==> src/rtl/ozdefs_pkg.sv <==
// ----------------------------------------------------------------------------
// ozdefs : shared definitions for the training ordered-set receiver.
//   - 8b symbol constants used by the TS1/TS2 parser and idle counter
//   - ts_os_t        : ordered-set type reported to the LTSSM
//   - ts_rx_state_t  : receiver FSM states
// ----------------------------------------------------------------------------
package ozdefs;

    localparam logic [7:0] COM   = 8'hBC;  // K28.5
    localparam logic [7:0] PAD   = 8'hF7;  // K23.7
    localparam logic [7:0] D10_2 = 8'h4A;  // TS1 identifier
    localparam logic [7:0] D5_2  = 8'h45;  // TS2 identifier
    localparam logic [7:0] IDL   = 8'h00;  // logical idle data

    typedef enum logic [1:0] {
        OS_NONE = 2'd0,
        OS_TS1  = 2'd1,
        OS_TS2  = 2'd2
    } ts_os_t;

    typedef enum logic [1:0] {
        HUNT = 2'd0,
        BODY = 2'd1,
        DONE = 2'd2
    } ts_rx_state_t;

endpackage

==> src/rtl/ts_field_capture.sv <==
// ----------------------------------------------------------------------------
// ts_field_capture : 15-byte capture register for the symbols following COM,
// plus (when OZ_TS_CONSEC_CHECK_EN is defined) the previous committed set's
// symbols 1-5 and a compare against the set currently held.
//
// Ports:
//   clk, reset          symbol clock, async active-high reset
//   wr_en/wr_idx        write strobe and symbol index (1..15)
//   wr_data/wr_k        symbol byte and its K flag
//   link_byte/lane_byte symbols 1 and 2 as captured
//   link_is_d/lane_is_d symbols 1 and 2 were captured as D symbols
//   ctrl_byte           symbol 5 (training control)
//   ids_match           symbols 7..15 all equal symbol 6
//   commit, prev_clr    (macro only) latch / forget the previous set
//   set_differs         (macro only) symbols 1-5 differ from the previous set
// ----------------------------------------------------------------------------
module ts_field_capture
    import ozdefs::*;
(
    input  logic       clk,
    input  logic       reset,
    input  logic       wr_en,
    input  logic [3:0] wr_idx,
    input  logic [7:0] wr_data,
    input  logic       wr_k,
    output logic [7:0] link_byte,
    output logic [7:0] lane_byte,
    output logic       link_is_d,
    output logic       lane_is_d,
    output logic [7:0] ctrl_byte,
    output logic       ids_match
`ifdef OZ_TS_CONSEC_CHECK_EN
    ,
    input  logic       commit,
    input  logic       prev_clr,
    output logic       set_differs
`endif
);

    logic [7:0] cap_r [1:15];
    logic       link_k_r;
    logic       lane_k_r;

    // Capture each body symbol at its index; K flags kept for symbols 1 and 2.
    always_ff @(posedge clk or posedge reset) begin
        if (reset) begin
            for (int i = 1; i <= 15; i++) begin
                cap_r[i] <= 8'h00;
            end
            link_k_r <= 1'b0;
            lane_k_r <= 1'b0;
        end else if (wr_en) begin
            for (int i = 1; i <= 15; i++) begin
                if (wr_idx == 4'(i)) begin
                    cap_r[i] <= wr_data;
                end
            end
            if (wr_idx == 4'd1) begin
                link_k_r <= wr_k;
            end
            if (wr_idx == 4'd2) begin
                lane_k_r <= wr_k;
            end
        end
    end

    assign link_byte = cap_r[1];
    assign lane_byte = cap_r[2];
    assign link_is_d = ~link_k_r;
    assign lane_is_d = ~lane_k_r;
    assign ctrl_byte = cap_r[5];

    // Second look at the identifier run before a set is allowed to commit.
    always_comb begin
        ids_match = 1'b1;
        for (int i = 7; i <= 15; i++) begin
            if (cap_r[i] != cap_r[6]) begin
                ids_match = 1'b0;
            end else begin
                ids_match = ids_match;
            end
        end
    end

`ifdef OZ_TS_CONSEC_CHECK_EN
    logic [7:0] prev_r [1:5];
    logic       prev_link_k_r;
    logic       prev_lane_k_r;
    logic       prev_valid_r;

    // Remember symbols 1-5 of the last committed set.
    always_ff @(posedge clk or posedge reset) begin
        if (reset) begin
            for (int i = 1; i <= 5; i++) begin
                prev_r[i] <= 8'h00;
            end
            prev_link_k_r <= 1'b0;
            prev_lane_k_r <= 1'b0;
            prev_valid_r  <= 1'b0;
        end else if (prev_clr) begin
            prev_valid_r <= 1'b0;
        end else if (commit) begin
            for (int i = 1; i <= 5; i++) begin
                prev_r[i] <= cap_r[i];
            end
            prev_link_k_r <= link_k_r;
            prev_lane_k_r <= lane_k_r;
            prev_valid_r  <= 1'b1;
        end
    end

    // With no remembered set, any set counts as different.
    always_comb begin
        set_differs = ~prev_valid_r;
        if ((prev_link_k_r != link_k_r) || (prev_lane_k_r != lane_k_r)) begin
            set_differs = 1'b1;
        end else begin
            set_differs = set_differs;
        end
        for (int i = 1; i <= 5; i++) begin
            if (prev_r[i] != cap_r[i]) begin
                set_differs = 1'b1;
            end else begin
                set_differs = set_differs;
            end
        end
    end
`endif

endmodule

==> src/rtl/ts_os_rcvr.sv <==
// ----------------------------------------------------------------------------
// ts_os_rcvr : per-lane TS1/TS2 ordered-set receiver feeding the LTSSM.
// Parses COM + 15 body symbols, publishes TS counters, link/lane numbers,
// training control, last ordered-set type and a logical-idle counter.
//
// Build option: OZ_TS_CONSEC_CHECK_EN -- when defined the TS counters count
// consecutive identical sets; otherwise they are cumulative.
//
// Ports:
//   clk, reset                 symbol clock, async active-high reset
//   rxdata/rxdatak/rxvalid     PHY symbol stream
//   ctr_clr                    sync clear of TS counters and captured fields
//   idle_en                    enables logical-idle counting
//   os_done                    one-cycle pulse per committed TS1/TS2
//   os_type                    type of the last committed set
//   ts1_ctr/ts2_ctr            TS counters (saturating)
//   link_num/lane_num          symbols 1/2 of the last committed set
//   link_proposed/lane_proposed  those symbols were not PAD
//   train_ctrl                 symbol 5 of the last committed set
//   idle_ctr                   consecutive idle-data count (saturating)
// ----------------------------------------------------------------------------
module ts_os_rcvr
    import ozdefs::*;
#(
    parameter int CTR_W = 16
) (
    input  logic             clk,
    input  logic             reset,
    input  logic [7:0]       rxdata,
    input  logic             rxdatak,
    input  logic             rxvalid,
    input  logic             ctr_clr,
    input  logic             idle_en,
    output logic             os_done,
    output ts_os_t           os_type,
    output logic [CTR_W-1:0] ts1_ctr,
    output logic [CTR_W-1:0] ts2_ctr,
    output logic [7:0]       link_num,
    output logic [7:0]       lane_num,
    output logic             link_proposed,
    output logic             lane_proposed,
    output logic [7:0]       train_ctrl,
    output logic [CTR_W-1:0] idle_ctr
);

    localparam logic [CTR_W-1:0] CTR_MAX = {CTR_W{1'b1}};
    localparam logic [CTR_W-1:0] CTR_ZERO = {CTR_W{1'b0}};
    localparam logic [CTR_W-1:0] CTR_ONE  = {{(CTR_W-1){1'b0}}, 1'b1};

    function automatic logic [CTR_W-1:0] sat_inc(input logic [CTR_W-1:0] v);
        return (v == CTR_MAX) ? v : v + CTR_ONE;
    endfunction

    ts_rx_state_t state_r;
    logic [3:0]   idx_r;
    logic         is_ts2_r;

    logic         is_com_s;
    logic         sym_legal_s;
    logic         abort_s;
    logic         commit_s;
    logic         wr_en_s;
    logic [7:0]   link_byte_s;
    logic [7:0]   lane_byte_s;
    logic         link_is_d_s;
    logic         lane_is_d_s;
    logic [7:0]   ctrl_byte_s;
    logic         ids_match_s;
`ifdef OZ_TS_CONSEC_CHECK_EN
    logic         set_differs_s;
`endif

    assign is_com_s = rxvalid && rxdatak && (rxdata == COM);

    // Legality of the current body symbol at idx_r (COM handled separately).
    always_comb begin
        sym_legal_s = 1'b0;
        if (rxdatak) begin
            sym_legal_s = (idx_r <= 4'd2) && (rxdata == PAD);
        end else if (idx_r == 4'd6) begin
            sym_legal_s = (rxdata == D10_2) || (rxdata == D5_2);
        end else if (idx_r >= 4'd7) begin
            sym_legal_s = (rxdata == (is_ts2_r ? D5_2 : D10_2));
        end else begin
            sym_legal_s = 1'b1;
        end
    end

    assign abort_s  = (state_r == BODY) && (!rxvalid || (!is_com_s && !sym_legal_s));
    assign commit_s = (state_r == DONE) && ids_match_s;
    assign wr_en_s  = (state_r == BODY) && rxvalid && !is_com_s;

    ts_field_capture u_cap (
        .clk        (clk),
        .reset      (reset),
        .wr_en      (wr_en_s),
        .wr_idx     (idx_r),
        .wr_data    (rxdata),
        .wr_k       (rxdatak),
        .link_byte  (link_byte_s),
        .lane_byte  (lane_byte_s),
        .link_is_d  (link_is_d_s),
        .lane_is_d  (lane_is_d_s),
        .ctrl_byte  (ctrl_byte_s),
        .ids_match  (ids_match_s)
`ifdef OZ_TS_CONSEC_CHECK_EN
        ,
        .commit     (commit_s && !ctr_clr),
        .prev_clr   (ctr_clr),
        .set_differs(set_differs_s)
`endif
    );

    // Parser FSM together with the registered TS outputs it commits.
    always_ff @(posedge clk or posedge reset) begin
        if (reset) begin
            state_r       <= HUNT;
            idx_r         <= 4'd0;
            is_ts2_r      <= 1'b0;
            os_done       <= 1'b0;
            os_type       <= OS_NONE;
            ts1_ctr       <= CTR_ZERO;
            ts2_ctr       <= CTR_ZERO;
            link_num      <= PAD;
            lane_num      <= PAD;
            link_proposed <= 1'b0;
            lane_proposed <= 1'b0;
            train_ctrl    <= 8'h00;
        end else begin
            os_done <= 1'b0;

            case (state_r)
                HUNT: begin
                    if (is_com_s) begin
                        state_r <= BODY;
                        idx_r   <= 4'd1;
                    end
                end
                BODY: begin
                    if (abort_s) begin
                        state_r <= HUNT;
                    end else if (is_com_s) begin
                        idx_r <= 4'd1;  // restart, not an abort
                    end else begin
                        if (idx_r == 4'd6) begin
                            is_ts2_r <= (rxdata == D5_2);
                        end
                        if (idx_r == 4'd15) begin
                            state_r <= DONE;
                        end else begin
                            idx_r <= idx_r + 4'd1;
                        end
                    end
                end
                DONE: begin
                    // Next set's COM may arrive in the commit cycle.
                    if (is_com_s) begin
                        state_r <= BODY;
                        idx_r   <= 4'd1;
                    end else begin
                        state_r <= HUNT;
                    end
                end
                default: begin
                    state_r <= HUNT;
                end
            endcase

            if (ctr_clr) begin
                os_type       <= OS_NONE;
                ts1_ctr       <= CTR_ZERO;
                ts2_ctr       <= CTR_ZERO;
                link_num      <= PAD;
                lane_num      <= PAD;
                link_proposed <= 1'b0;
                lane_proposed <= 1'b0;
                train_ctrl    <= 8'h00;
            end else if (commit_s) begin
                os_done       <= 1'b1;
                os_type       <= is_ts2_r ? OS_TS2 : OS_TS1;
                link_num      <= link_byte_s;
                lane_num      <= lane_byte_s;
                link_proposed <= (link_byte_s != PAD) || link_is_d_s;
                lane_proposed <= (lane_byte_s != PAD) || lane_is_d_s;
                train_ctrl    <= ctrl_byte_s;
`ifdef OZ_TS_CONSEC_CHECK_EN
                if (is_ts2_r) begin
                    ts2_ctr <= set_differs_s ? CTR_ONE : sat_inc(ts2_ctr);
                    ts1_ctr <= CTR_ZERO;
                end else begin
                    ts1_ctr <= set_differs_s ? CTR_ONE : sat_inc(ts1_ctr);
                    ts2_ctr <= CTR_ZERO;
                end
            end else if (abort_s) begin
                ts1_ctr <= CTR_ZERO;
                ts2_ctr <= CTR_ZERO;
`else
                if (is_ts2_r) begin
                    ts2_ctr <= sat_inc(ts2_ctr);
                end else begin
                    ts1_ctr <= sat_inc(ts1_ctr);
                end
`endif
            end
        end
    end

    // Logical-idle counter: counts consecutive idle data symbols, holds on gaps.
    always_ff @(posedge clk or posedge reset) begin
        if (reset) begin
            idle_ctr <= CTR_ZERO;
        end else if (!idle_en) begin
            idle_ctr <= CTR_ZERO;
        end else if (rxvalid) begin
            if (!rxdatak && (rxdata == IDL)) begin
                idle_ctr <= sat_inc(idle_ctr);
            end else begin
                idle_ctr <= CTR_ZERO;
            end
        end
    end

endmodule

==> config.mk <==
export PLATFORM = sky130hd
export DESIGN_NAME = ts_os_rcvr
export DESIGN_NICKNAME = d
export VERILOG_FILES = /design/src/rtl/ozdefs_pkg.sv /design/src/rtl/ts_field_capture.sv /design/src/rtl/ts_os_rcvr.sv
export SDC_FILE = /design/constraint.sdc
export NUM_CORES = 1
export LEC_CHECK = 0
export CAP_MARGIN = 0
export CORE_ASPECT_RATIO = 0.75
export CORE_MARGIN = 2
export CORE_UTILIZATION = 45
export DETAILED_ROUTE_END_ITERATION = 7
export PLACE_DENSITY = 0.63
export SKIP_CTS_REPAIR_TIMING = 1
export SYNTH_ARGS = -nofsm -noshare
export SYNTH_HDL_FRONTEND = slang
export SYNTH_SLANG_ARGS = --single-unit
export TNS_END_PERCENT = 30
==> constraint.sdc <==
create_clock -name clk -period 9 [get_ports clk]
set_input_delay 1.8 -clock clk [delete_from_list [all_inputs] [get_ports clk]]
set_output_delay 1.8 -clock clk [all_outputs]
set_load 0.02 [all_outputs]
==> report_table.html <==
<table>
<tr><th>Metric</th><th>Value</th></tr>
<tr><th colspan="2">Global route</th></tr>
<tr><td>First-pass GRT wire length</td><td>36300 µm</td></tr>
<tr><td>Peak-usage layer in the global routing report</td><td>met1</td></tr>
<tr><td>M3 GR Usage</td><td>0.0418</td></tr>
<tr><td>Met2 Track Usage GR</td><td>0.304</td></tr>
<tr><td>Vias in the first global route</td><td>6620</td></tr>
<tr><td>Final global-route overflow total</td><td>0</td></tr>
<tr><td>Initial antenna violation count</td><td>0</td></tr>
<tr><td>Met1 layer usage reported by global route</td><td>0.344</td></tr>
<tr><td>Global routing usage summed across all routing layers</td><td>0.218</td></tr>
<tr><td>Largest net degree at the start of global routing</td><td>138</td></tr>
<tr><th colspan="2">Detailed routing</th></tr>
<tr><td>Post-route DRC</td><td>0</td></tr>
<tr><td>Initial DRC Count</td><td>573</td></tr>
<tr><td>Detailed-route wire length</td><td>22300 µm</td></tr>
<tr><td>Overall via count from detail_route</td><td>6864</td></tr>
<tr><td>Detailed-routing iteration count for the pre-antenna-repair pass</td><td>5</td></tr>
<tr><td>Vias per cell</td><td>5.82</td></tr>
<tr><td>Routed length per placed instance</td><td>18.9 µm</td></tr>
<tr><td>DRT antenna net count</td><td>0</td></tr>
<tr><th colspan="2">Logic synthesis</th></tr>
<tr><td>Cell area after synthesis</td><td>0.00905 mm²</td></tr>
<tr><td>Async S/R FF share, synth</td><td>1.00</td></tr>
<tr><td>Synthesized instance count</td><td>839</td></tr>
<tr><td>Post-synth EDFFs</td><td>0</td></tr>
<tr><td>Largest cells by area after synthesis</td><td>sky130_fd_sc_hd__dfrtp_1, sky130_fd_sc_hd__mux2_2, sky130_fd_sc_hd__dfstp_2, sky130_fd_sc_hd__nand2_1, sky130_fd_sc_hd__nand3_1</td></tr>
<tr><td>Number of distinct library cells after synthesis</td><td>59</td></tr>
<tr><td>Synthesized flop and latch total</td><td>190</td></tr>
<tr><td>Number of warnings printed during yosys synthesis</td><td>0</td></tr>
<tr><td>Primary flip-flop cell chosen by synthesis mapping</td><td>sky130_fd_sc_hd__dfrtp_1</td></tr>
<tr><td>Cell accounting for the most synthesized area</td><td>sky130_fd_sc_hd__dfrtp_1</td></tr>
<tr><td>Average instance area after synthesis</td><td>10.8 µm²</td></tr>
<tr><td>Sequential cell area fraction in the yosys report</td><td>0.527</td></tr>
<tr><td>Yosys top cell area share</td><td>0.486</td></tr>
<tr><td>Number of nets produced by synthesis</td><td>860</td></tr>
<tr><th colspan="2">Floorplanning</th></tr>
<tr><td>Area of the core</td><td>0.0195 mm²</td></tr>
<tr><td>Initial Utilization</td><td>0.463</td></tr>
<tr><td>Die Width</td><td>168 µm</td></tr>
<tr><td>Std-Cell Rows</td><td>44</td></tr>
<tr><td>Die area</td><td>0.0213 mm²</td></tr>
<tr><td>Height of the chip</td><td>127 µm</td></tr>
<tr><td>I/O pin cnt</td><td>91</td></tr>
<tr><th colspan="2">CTS</th></tr>
<tr><td>Clock latency on the worst-skew pair</td><td>440 ps</td></tr>
<tr><td>Clock transition at the registers of the reported paths</td><td>70 ps</td></tr>
<tr><td>TritonCTS clock tree</td><td>done</td></tr>
<tr><td>Max Buffers Root-to-Sink</td><td>2</td></tr>
<tr><td>Max H-tree Level</td><td>4</td></tr>
<tr><td>Total clock buffers created by CTS</td><td>17</td></tr>
<tr><td>CTS Sinks</td><td>190</td></tr>
<tr><td>Root buffer cell</td><td>sky130_fd_sc_hd__clkbuf_16</td></tr>
<tr><th colspan="2">Placed design</th></tr>
<tr><td>Number of port buffers</td><td>90</td></tr>
<tr><td>DP Wirelength</td><td>15000 µm</td></tr>
<tr><td>Routability Congestion</td><td>0.851</td></tr>
<tr><td>DP Worst Slack</td><td>4000 ps</td></tr>
<tr><th colspan="2">Timing</th></tr>
<tr><td>Post-layout worst setup margin</td><td>4360 ps</td></tr>
<tr><td>Unrepaired setup endpoints after global routing</td><td>false</td></tr>
<tr><td>Final worst path period need</td><td>4640 ps</td></tr>
<tr><td>Final-report hold violation count</td><td>0</td></tr>
<tr><td>Max-slew violation count</td><td>0</td></tr>
<tr><td>Final Skew</td><td>15.7 ps</td></tr>
<tr><td>Setup Total Neg Slack</td><td>0 ps</td></tr>
<tr><td>Worst-margin pin slew</td><td>955 ps</td></tr>
<tr><td>Relative slew margins</td><td>0.361</td></tr>
<tr><td>Crit share post-route</td><td>0.516</td></tr>
<tr><td>Number of failing setup endpoints in the final timing report</td><td>0</td></tr>
<tr><td>Max Clk Rate</td><td>215 MHz</td></tr>
<tr><th colspan="2">Critical path</th></tr>
<tr><td>Family of cells with the greatest summed delay on the critical path</td><td>simple AND/OR/NAND/NOR gates</td></tr>
<tr><td>Crit path capture type</td><td>flip-flop</td></tr>
<tr><td>Flop2flop setup slack</td><td>5030 ps</td></tr>
<tr><td>Startpoint of the worst-slack reg-to-reg timing path</td><td>u_cap.cap_r[72]</td></tr>
<tr><td>Max FO, Critical Path</td><td>16</td></tr>
<tr><td>Worst reg-to-reg path cell count</td><td>8</td></tr>
<tr><td>Critical path buffer and inverter count</td><td>1</td></tr>
<tr><td>Reg2reg end</td><td>ts1_ctr[15]</td></tr>
<tr><td>CP cell instances</td><td>clkdlybuf4s50_1 -&gt; nor3_1 -&gt; nor2b_1 -&gt; nand4_1 -&gt; and3_1 -&gt; nand2_1 -&gt; nor2_1 -&gt; mux2_2</td></tr>
<tr><td>Cell with the biggest individual delay on the critical path</td><td>sky130_fd_sc_hd__clkdlybuf4s50_1</td></tr>
<tr><td>Required arrival time at the worst endpoint</td><td>9310 ps</td></tr>
<tr><td>Worst stage delay on the critical path</td><td>860 ps</td></tr>
<tr><td>Startpoint-to-endpoint class of the critical path</td><td>in -&gt; reg</td></tr>
<tr><td>CP Launch Type</td><td>input pin</td></tr>
<tr><td>Endpoint arrival time on the critical path</td><td>4960 ps</td></tr>
<tr><th colspan="2">Power</th></tr>
<tr><td>Net Sw Power</td><td>372 µW</td></tr>
<tr><td>Leakage power total</td><td>4.82 nW</td></tr>
<tr><td>Overall power after layout</td><td>1.70 mW</td></tr>
<tr><td>PwrDens</td><td>158 mW/mm²</td></tr>
<tr><td>Worst supply voltage drop on vdd</td><td>0.0901 mV</td></tr>
<tr><td>Sw Share</td><td>0.219</td></tr>
<tr><td>Internal power</td><td>1.33 mW</td></tr>
<tr><td>Clock power frac</td><td>0.464</td></tr>
<tr><td>Reg power frac</td><td>0.505</td></tr>
<tr><td>Logic gate share of total power</td><td>0.031</td></tr>
<tr><th colspan="2">Min path</th></tr>
<tr><td>Cells on Worst Hold Path</td><td>2</td></tr>
<tr><td>Worst min-delay path startpoint</td><td>lane_num[5]</td></tr>
<tr><td>Class of the tightest hold or removal check</td><td>reg -&gt; reg</td></tr>
<tr><td>Hold endpoint</td><td>lane_num[5]</td></tr>
<tr><th colspan="2">Run status</th></tr>
<tr><td>Status</td><td>finished, final reports clean</td></tr>
<tr><th colspan="2">Layout</th></tr>
<tr><td>Antenna Diode Count</td><td>0</td></tr>
<tr><td>Most common cell after layout, fill and taps aside</td><td>sky130_fd_sc_hd__dfrtp_1</td></tr>
<tr><td>Area growth from synthesis to layout</td><td>18.9%</td></tr>
<tr><td># fillers</td><td>1687</td></tr>
<tr><td>Ratio of cells with drive above 1 in the final layout</td><td>0.184</td></tr>
<tr><td>Most frequent cells in the layout</td><td>sky130_fd_sc_hd__dfrtp_1, sky130_fd_sc_hd__mux2_2, sky130_fd_sc_hd__nand2_1</td></tr>
<tr><td>Post-layout nets</td><td>934</td></tr>
<tr><th colspan="2">Flow run</th></tr>
<tr><td>Max cap viols</td><td>0</td></tr>
</table>
==> area by class of cell <==
type / count / area, µm² / area share
inverters: 13 / 56.3 / 0.00523
multi-input cells: 592 / 4040 / 0.376
clock buffers: 23 / 478 / 0.0444
flip-flops and latches: 190 / 4770 / 0.443
repair buffers: 99 / 963 / 0.0895
well taps: 253 / 317 / 0.0294
clock inverters: 9 / 135 / 0.0126
==> registers in the layout (all words and copies together), names as in the netlist, 16 cells and up <==
register and cells:
ts2_ctr 16, u_cap.cap_r 80, idle_ctr 16, ts1_ctr 16
==> worst max path at each step <==
stage | from | to | cells past startpoint
after detailed placement | rxdata[6] | u_cap.cap_r[21] | 8
after global placement | rxdata[6] | u_cap.cap_r[18] | 8
after floorplan | reset | idle_ctr[0] | 1
after CTS | rxdata[6] | u_cap.cap_r[17] | 8
after global routing | rxdata[6] | u_cap.cap_r[22] | 8
final | rxdata[6] | u_cap.cap_r[22] | 8
==> power by group through the flow <==
stage | clock network, mW | registers, mW | logic, mW
after global routing | 0.839 | 0.859 | 0.0608
final | 0.790 | 0.859 | 0.0534
after global placement | 0 | 0.875 | 0.0552
after CTS | 0.804 | 0.859 | 0.0546
after detailed placement | 0 | 0.875 | 0.0545
after floorplan | 0 | 0.874 | 0.0319
==> cells in the mapped netlist, types with 2 or more instances <==
cell,count
sky130_fd_sc_hd__o41ai_1,4
sky130_fd_sc_hd__o31ai_1,14
sky130_fd_sc_hd__ha_1,7
sky130_fd_sc_hd__nor4_1,11
sky130_fd_sc_hd__nor3b_1,2
sky130_fd_sc_hd__nand4bb_1,2
sky130_fd_sc_hd__dfrtp_1,176
sky130_fd_sc_hd__a211oi_1,3
sky130_fd_sc_hd__nand4b_1,3
sky130_fd_sc_hd__and3_1,13
sky130_fd_sc_hd__a41o_1,2
sky130_fd_sc_hd__o211a_1,2
sky130_fd_sc_hd__nand4_1,24
sky130_fd_sc_hd__and4_1,3
sky130_fd_sc_hd__or3_1,22
sky130_fd_sc_hd__mux2_2,110
sky130_fd_sc_hd__a31oi_1,3
sky130_fd_sc_hd__mux2i_1,4
sky130_fd_sc_hd__o22ai_1,2
sky130_fd_sc_hd__and2_1,2
sky130_fd_sc_hd__dfstp_2,14
sky130_fd_sc_hd__nand2_1,90
sky130_fd_sc_hd__a21boi_0,3
sky130_fd_sc_hd__clkbuf_1,39
sky130_fd_sc_hd__nor2_1,43
sky130_fd_sc_hd__nor2b_1,9
sky130_fd_sc_hd__or4_4,2
sky130_fd_sc_hd__or4_1,18
sky130_fd_sc_hd__nand2b_1,4
sky130_fd_sc_hd__buf_2,2
sky130_fd_sc_hd__xor2_1,12
sky130_fd_sc_hd__nand3_1,46
sky130_fd_sc_hd__nand3b_1,17
sky130_fd_sc_hd__a21oi_1,40
sky130_fd_sc_hd__o21ai_0,35
sky130_fd_sc_hd__nor3_1,13
sky130_fd_sc_hd__buf_6,3
sky130_fd_sc_hd__o2bb2ai_1,3
sky130_fd_sc_hd__xnor2_1,2
sky130_fd_sc_hd__inv_1,13
sky130_fd_sc_hd__a22oi_1,4
==> worst min-delay path, delay by kind of cell, from the launching register on <==
family        cells  cell delay [ps]
flops             1              370
simple gates      2              110
==> cell families (layout without fill, tap and decap cells) <==
logic type               count (synthesis)  after routing  share of synthesized area
adder cells (fa/ha/maj)                  7              7                    0.00967
multiplexers                           114            114                      0.141
buffers and inverters                   57            144                     0.0264
flip-flops                             190            190                      0.527
XOR/XNOR                                14             14                     0.0135
AO/OA/AOI/OAI                          128            128                     0.0894
AND/OR/NAND/NOR                        329            329                      0.193
==> stage by stage <==
step	cells	util	cell area, µm²	hold slack (ps)
finish	1179	0.551	10800	483
global route	1179	0.551	10800	502
CTS	1179	0.551	10800	486
detailed placement	1147	0.519	10200	476
global placement	1147	0.519	10200	471
floorplan	839	-	9050	479
==> metal layers <==
layer  part of all wire  wire length (µm)
met1               0.54             12000
met2               0.41              9080
met3              0.044               981
met4              0.011               242
met5                  0                 0
Power figures use the tool's default switching activity.
==> patch 1: new RTL, same settings <==
The 3 states of `ts_rx_state_t` get a one-hot encoding in 3 bits.
--- a/src/rtl/ozdefs_pkg.sv
+++ b/src/rtl/ozdefs_pkg.sv
@@ -20,6 +20,6 @@
 
-    typedef enum logic [1:0] {
-        HUNT = 2'd0,
-        BODY = 2'd1,
-        DONE = 2'd2
+    typedef enum logic [2:0] {
+        HUNT = 3'b001,
+        BODY = 3'b010,
+        DONE = 3'b100
     } ts_rx_state_t;
Formal check against the unedited RTL: same outputs for any inputs over 10 cycles, from zero or initial values and one cycle with reset high; not proved beyond that.
==> patch 1 against the original RTL <==
Final area rose by 3.1%. Hold slack improved by 0.0055 ns. Critical endpoint is now idx_r[0]$_DFFE_PP0P_. Total power grew 1.2%. Core utilization decreased by 0.49 points. Setup slack improved by 0.073 ns. Largest power group unchanged. Synthesized area up 3.3%. Register-to-register slack better by 0.57 ns. Sequential cell count grew 1. Clock power rose by 3.0%. Sequential share of layout area decreased by 1.1 points. Routed wire length is 5.9% higher.
==> patch 1: results (changes against the original RTL) <==
** Finish
- The fill cell instance count of the final layout came to 1806 (+7.1%).
- The post-layout net count is 967 (+3.5%).
- Share of cells above drive strength 1 :: 18.1% (-0.21 points)

** Critical path
- The worst register-to-register path ends at ts1_ctr[14]$_DFFE_PP0P_.
- The reg2reg setup slack came to 5.60 ns (+0.57 ns).
- The arrival time of the worst setup path is 4.89 ns (-0.07 ns).
- Worst setup path endpoint :: idx_r[0]$_DFFE_PP0P_
- The startpoint identified for the worst register-to-register timing path is u_cap.cap_r[78]$_DFFE_PP0P_.
- Count of cells along the worst register-to-register path :: 7 (-1)
- Maximum single-stage delay on the critical path :: 0.95 ns (+0.09 ns)

** Yosys
- Sequential cell area fraction in the yosys report :: 51.3% (-1.4 points)
- The fraction of the mapped netlist area in adder cells was 0.936% (-0.031 points).
- The number of distinct library cells after synthesis was 58 (-1.7%).
- Parity-gate share of the synthesized area counting xor and xnor cells :: 1.50% (+0.14 points)
- Synth Area in Compound Gates :: 10.9% (+1.9 points)
- Leading post-synthesis cells by instance count :: 176 x sky130_fd_sc_hd__dfrtp_1, 112 x sky130_fd_sc_hd__mux2_2, 79 x sky130_fd_sc_hd__nand3_1, 50 x sky130_fd_sc_hd__nand2_1, 48 x sky130_fd_sc_hd__clkbuf_1
- Sorting the synthesized cells by area gives the leading types as sky130_fd_sc_hd__dfrtp_1 47%, sky130_fd_sc_hd__mux2_2 13%, sky130_fd_sc_hd__nand3_1 4.2%.
- The mux cell area share after synthesis was 13.7% (-0.42 points).
- Syn Nets :: 902 (+4.9%)

** Status
- The flow ran to the end, and the final reports show no timing, DRC or antenna violations.

** Global route
- Pin count of the biggest net entering global routing :: 139 (+0.72%)
- Number of global-route vias before repair :: 6891 (+4.1%)
- Global-route wire length before repair :: 38.1 mm (+4.9%)

** Detailed routing
- The violation count after the first detailed-route iteration is 579 (+1.0%).
- The final wirelength is 23.6 mm (+5.9%).

** Power and ir drop
- Static leakage power :: 4.82 nW (about the same)
- Maximum resistive drop on vdd :: 0.135 mV (+50%)

** Placement
- The post-DP HPWL was 15.4 mm (+2.6%).

** STA
- Worst Slack Setup Final :: 4.43 ns (+0.0734 ns)
- The final clock skew came to 0.0174 ns (+0.00165 ns).
- The worst max-slew margin expressed relative to the limit is 24.8% (-11 points).
## patch 1: power breakdown
part           leakage, nW  switching (W)  internal (W)  total [W]
Combinational         1.91      0.0000390     0.0000101  0.0000491
Sequential            2.61     0.00000127      0.000859   0.000860
Clock                0.303       0.000338      0.000476   0.000814
## patch 1: per-stage QoR
| step | area (sq um) | hold slack [ns] | std cells | util (%) |
|---|---|---|---|---|
| 5_1_grt | 11100 | 0.515 | 1241 | 54.6 |
| 4_1_cts | 11100 | 0.489 | 1241 | 54.6 |
| 2_1_floorplan | 9350 | 0.449 | 881 | - |
| 6_report | 11100 | 0.488 | 1241 | 54.6 |
| 3_5_place_dp | 10500 | 0.471 | 1209 | 51.5 |
| 3_3_place_gp | 10500 | 0.467 | 1209 | 51.5 |
## patch 1: layout make-up
cell class,count,share of cell area [%]
Clock buffer,20,4.03
Multi-Input combinational cell,622,38.7
Clock inverter,12,1.62
Tap cell,282,3.18
Inverter,15,0.575
Timing Repair Buffer,99,8.68
Sequential cell,191,43.2
## patch 1: worst min-delay path by stage
stage,startpoint,endpoint,slack (ns),depth (start not counted)
floorplan,u_cap.lane_k_r$_DFFE_PP0P_,u_cap.lane_k_r$_DFFE_PP0P_,0.45,2
CTS,u_cap.lane_k_r$_DFFE_PP0P_,u_cap.lane_k_r$_DFFE_PP0P_,0.49,2
global placement,u_cap.lane_k_r$_DFFE_PP0P_,u_cap.lane_k_r$_DFFE_PP0P_,0.47,2
finish,u_cap.lane_k_r$_DFFE_PP0P_,u_cap.lane_k_r$_DFFE_PP0P_,0.49,2
global route,u_cap.link_k_r$_DFFE_PP0P_,u_cap.link_k_r$_DFFE_PP0P_,0.51,2
detailed placement,u_cap.lane_k_r$_DFFE_PP0P_,u_cap.lane_k_r$_DFFE_PP0P_,0.47,2
## patch 1: cells by family after synthesis
| group | count (synthesis) |
|---|---|
| compound gates | 160 |
| xor+xnor | 16 |
| fa+ha+maj | 7 |
| buf+inv | 68 |
| flops | 191 |
| mux | 114 |
| simple gates | 325 |
## patch 1: critical path, delay by kind of cell
family / cells / cell delay [ns]
compound gates: 5 / 2.03
simple gates: 1 / 0.31
buf+inv: 1 / 0.74
## patch 1: metal layers
layer  up-vias  track usage, %  share of wire [%]
li1       3420               -                  -
met1      3686            35.0                 51
met2       198            31.5                 43
met3        13            4.46                5.2
met4         0            4.73               0.81
met5         -               0                  0
==> patch 2: new RTL, config.mk and constraints unchanged <==
Made on the original files. Build with the macro `OZ_TS_CONSEC_CHECK_EN` defined.
--- a/src/rtl/ts_field_capture.sv
+++ b/src/rtl/ts_field_capture.sv
@@ -16,2 +16,4 @@
 // ----------------------------------------------------------------------------
+`define OZ_TS_CONSEC_CHECK_EN
+
 module ts_field_capture
Check against the original RTL: same outputs for any inputs over 4 cycles, from zero or initial values and one cycle with reset high; that may be too few to reach the edited logic, so the function may still have changed.
==> patch 2 against the original RTL <==
Total power rose by 47%. Fmax is 7.0% lower. Sequential cell count grew 59. Final area grew 34%. Routed wire length rose by 41%. Synthesized area up 36%. Setup slack worse by 0.35 ns. Sequential share of layout area down 0.86 points.
==> patch 2: results (changes against the original RTL) <==
** Status
- The run finished with clean final reports.

** Detailed routing
- Met3 WL :: 1.88 mm (+91%)
- Routed wirelength normalized by instance count :: 20.5 um (+8.3%)
- Met1 Wirelength :: 16.0 mm (+34%)
- The met2 wire length came to 13.0 mm (+43%).
- The ratio of routed vias to standard cells is 5.96 (+2.4%).
- The violation count after the first detailed-route iteration is 615 (+7.3%).

** Power and ir drop
- The largest voltage drop on the vdd net was 0.147 mV (+64%).
- Logic power comb :: 0.000174 W (+230%)
- NetSw :: 0.000592 W (+59%)
- Static leakage power :: 6.59 nW (+37%)

** Critical path
- The reg2reg setup slack is 5.41 ns (+0.38 ns).
- Worst-path fanout max :: 26 (+10)
- The endpoint identified for the worst register-to-register timing path is ts1_ctr[3]$_DFFE_PP0P_.
- Critical R2R Launch :: u_cap.cap_r[78]$_DFFE_PP0P_

** STA
- The final clock skew is 0.0285 ns (+0.0128 ns).
- The worst hold margin was 0.512 ns (+0.0297 ns).
- Worst slew margin relative to its limit :: 19.9% (-16 points)

** Global route
- The number of global-route vias before repair is 8563 (+29%).
- Met1 layer usage reported by global route :: 35.4% (+0.97 points)
- The met3 usage was 3.17% (-1.0 points).
- Global-route wire length before repair :: 49.7 mm (+37%)
- GR Util All Layers :: 21.9% (+0.087 points)

** Yosys
- Unique cell type count in the Yosys netlist :: 64 (+8.5%)
- Fraction of the mapped netlist area in adder cells :: 0.712% (-0.25 points)
- The net count after synthesis came to 1119 (+30%).
- The share of synthesized area occupied by flip-flops and latches was 50.8% (-1.9 points).
- Yosys attributes the largest share of cell area to sky130_fd_sc_hd__dfrtp_1 48%, sky130_fd_sc_hd__mux2_2 14%, sky130_fd_sc_hd__dfstp_2 3.0%.
- Leading post-synthesis cells by instance count :: 235 x sky130_fd_sc_hd__dfrtp_1, 156 x sky130_fd_sc_hd__mux2_2, 57 x sky130_fd_sc_hd__nand2_1, 56 x sky130_fd_sc_hd__nand3_1, 47 x sky130_fd_sc_hd__nor2_1
- Synth Area in Compound Gates :: 9.08% (+0.14 points)
- The XOR/XNOR share of the synthesized area was 2.85% (+1.5 points).

** Clock tree
- Latest clock arrival within the worst-skew pair :: 0.55 ns (+0.11 ns)
- The maximum level of the CTS H-tree came to 1 (-3).
- Maximum root-to-sink buffer count :: 3 (+1)
- Total CTS buffers :: 26 (+9)

** Min path
- The hold-critical path depth came to 1 (-1).
- In this run the most critical hold path is launched from u_cap.prev_r[23]$_DFFE_PP0P_.
- The worst hold path terminates at u_cap.prev_r[23]$_DFFE_PP0P_.

** Placement
- Final estimated routing congestion in global placement :: 0.898 (+5.4%)

** Finish
- Final layout net count :: 1186 (+27%)
- The share of cells above drive strength 1 was 19.9% (+1.6 points).
- The fill cell instance count of the final layout came to 2393 (+42%).
## patch 2: cell count changes in the layout (fill, tap and decap cells not counted), sizes merged, moves of 22 or more
cell   change
dfrtp     +59
and2      +22
mux2      +53
xor2      +26
a31oi     +26
nor4      +23
nand2     -33
## patch 2: through the flow
stage	utilization, %	setup WS (ns)	std cells	total power (W)	cell area [sq um]
after detailed placement	49.9	3.49	1488	0.00135	13400
after floorplan	-	0.380	1098	0.00130	12300
after global routing	53.4	3.64	1535	0.00259	14400
final	53.4	4.01	1535	0.00250	14400
after global placement	49.9	3.58	1488	0.00135	13400
after CTS	53.4	4.05	1535	0.00253	14400
## patch 2: layout make-up
type | count | area share [%]
sequential | 249 | 43.5
multi-input combinational | 775 | 39.8
timing repair buffer | 100 | 6.79
clock buffer | 39 | 5.42
tap | 351 | 3.06
clock inverter | 8 | 1.10
inverter | 13 | 0.392
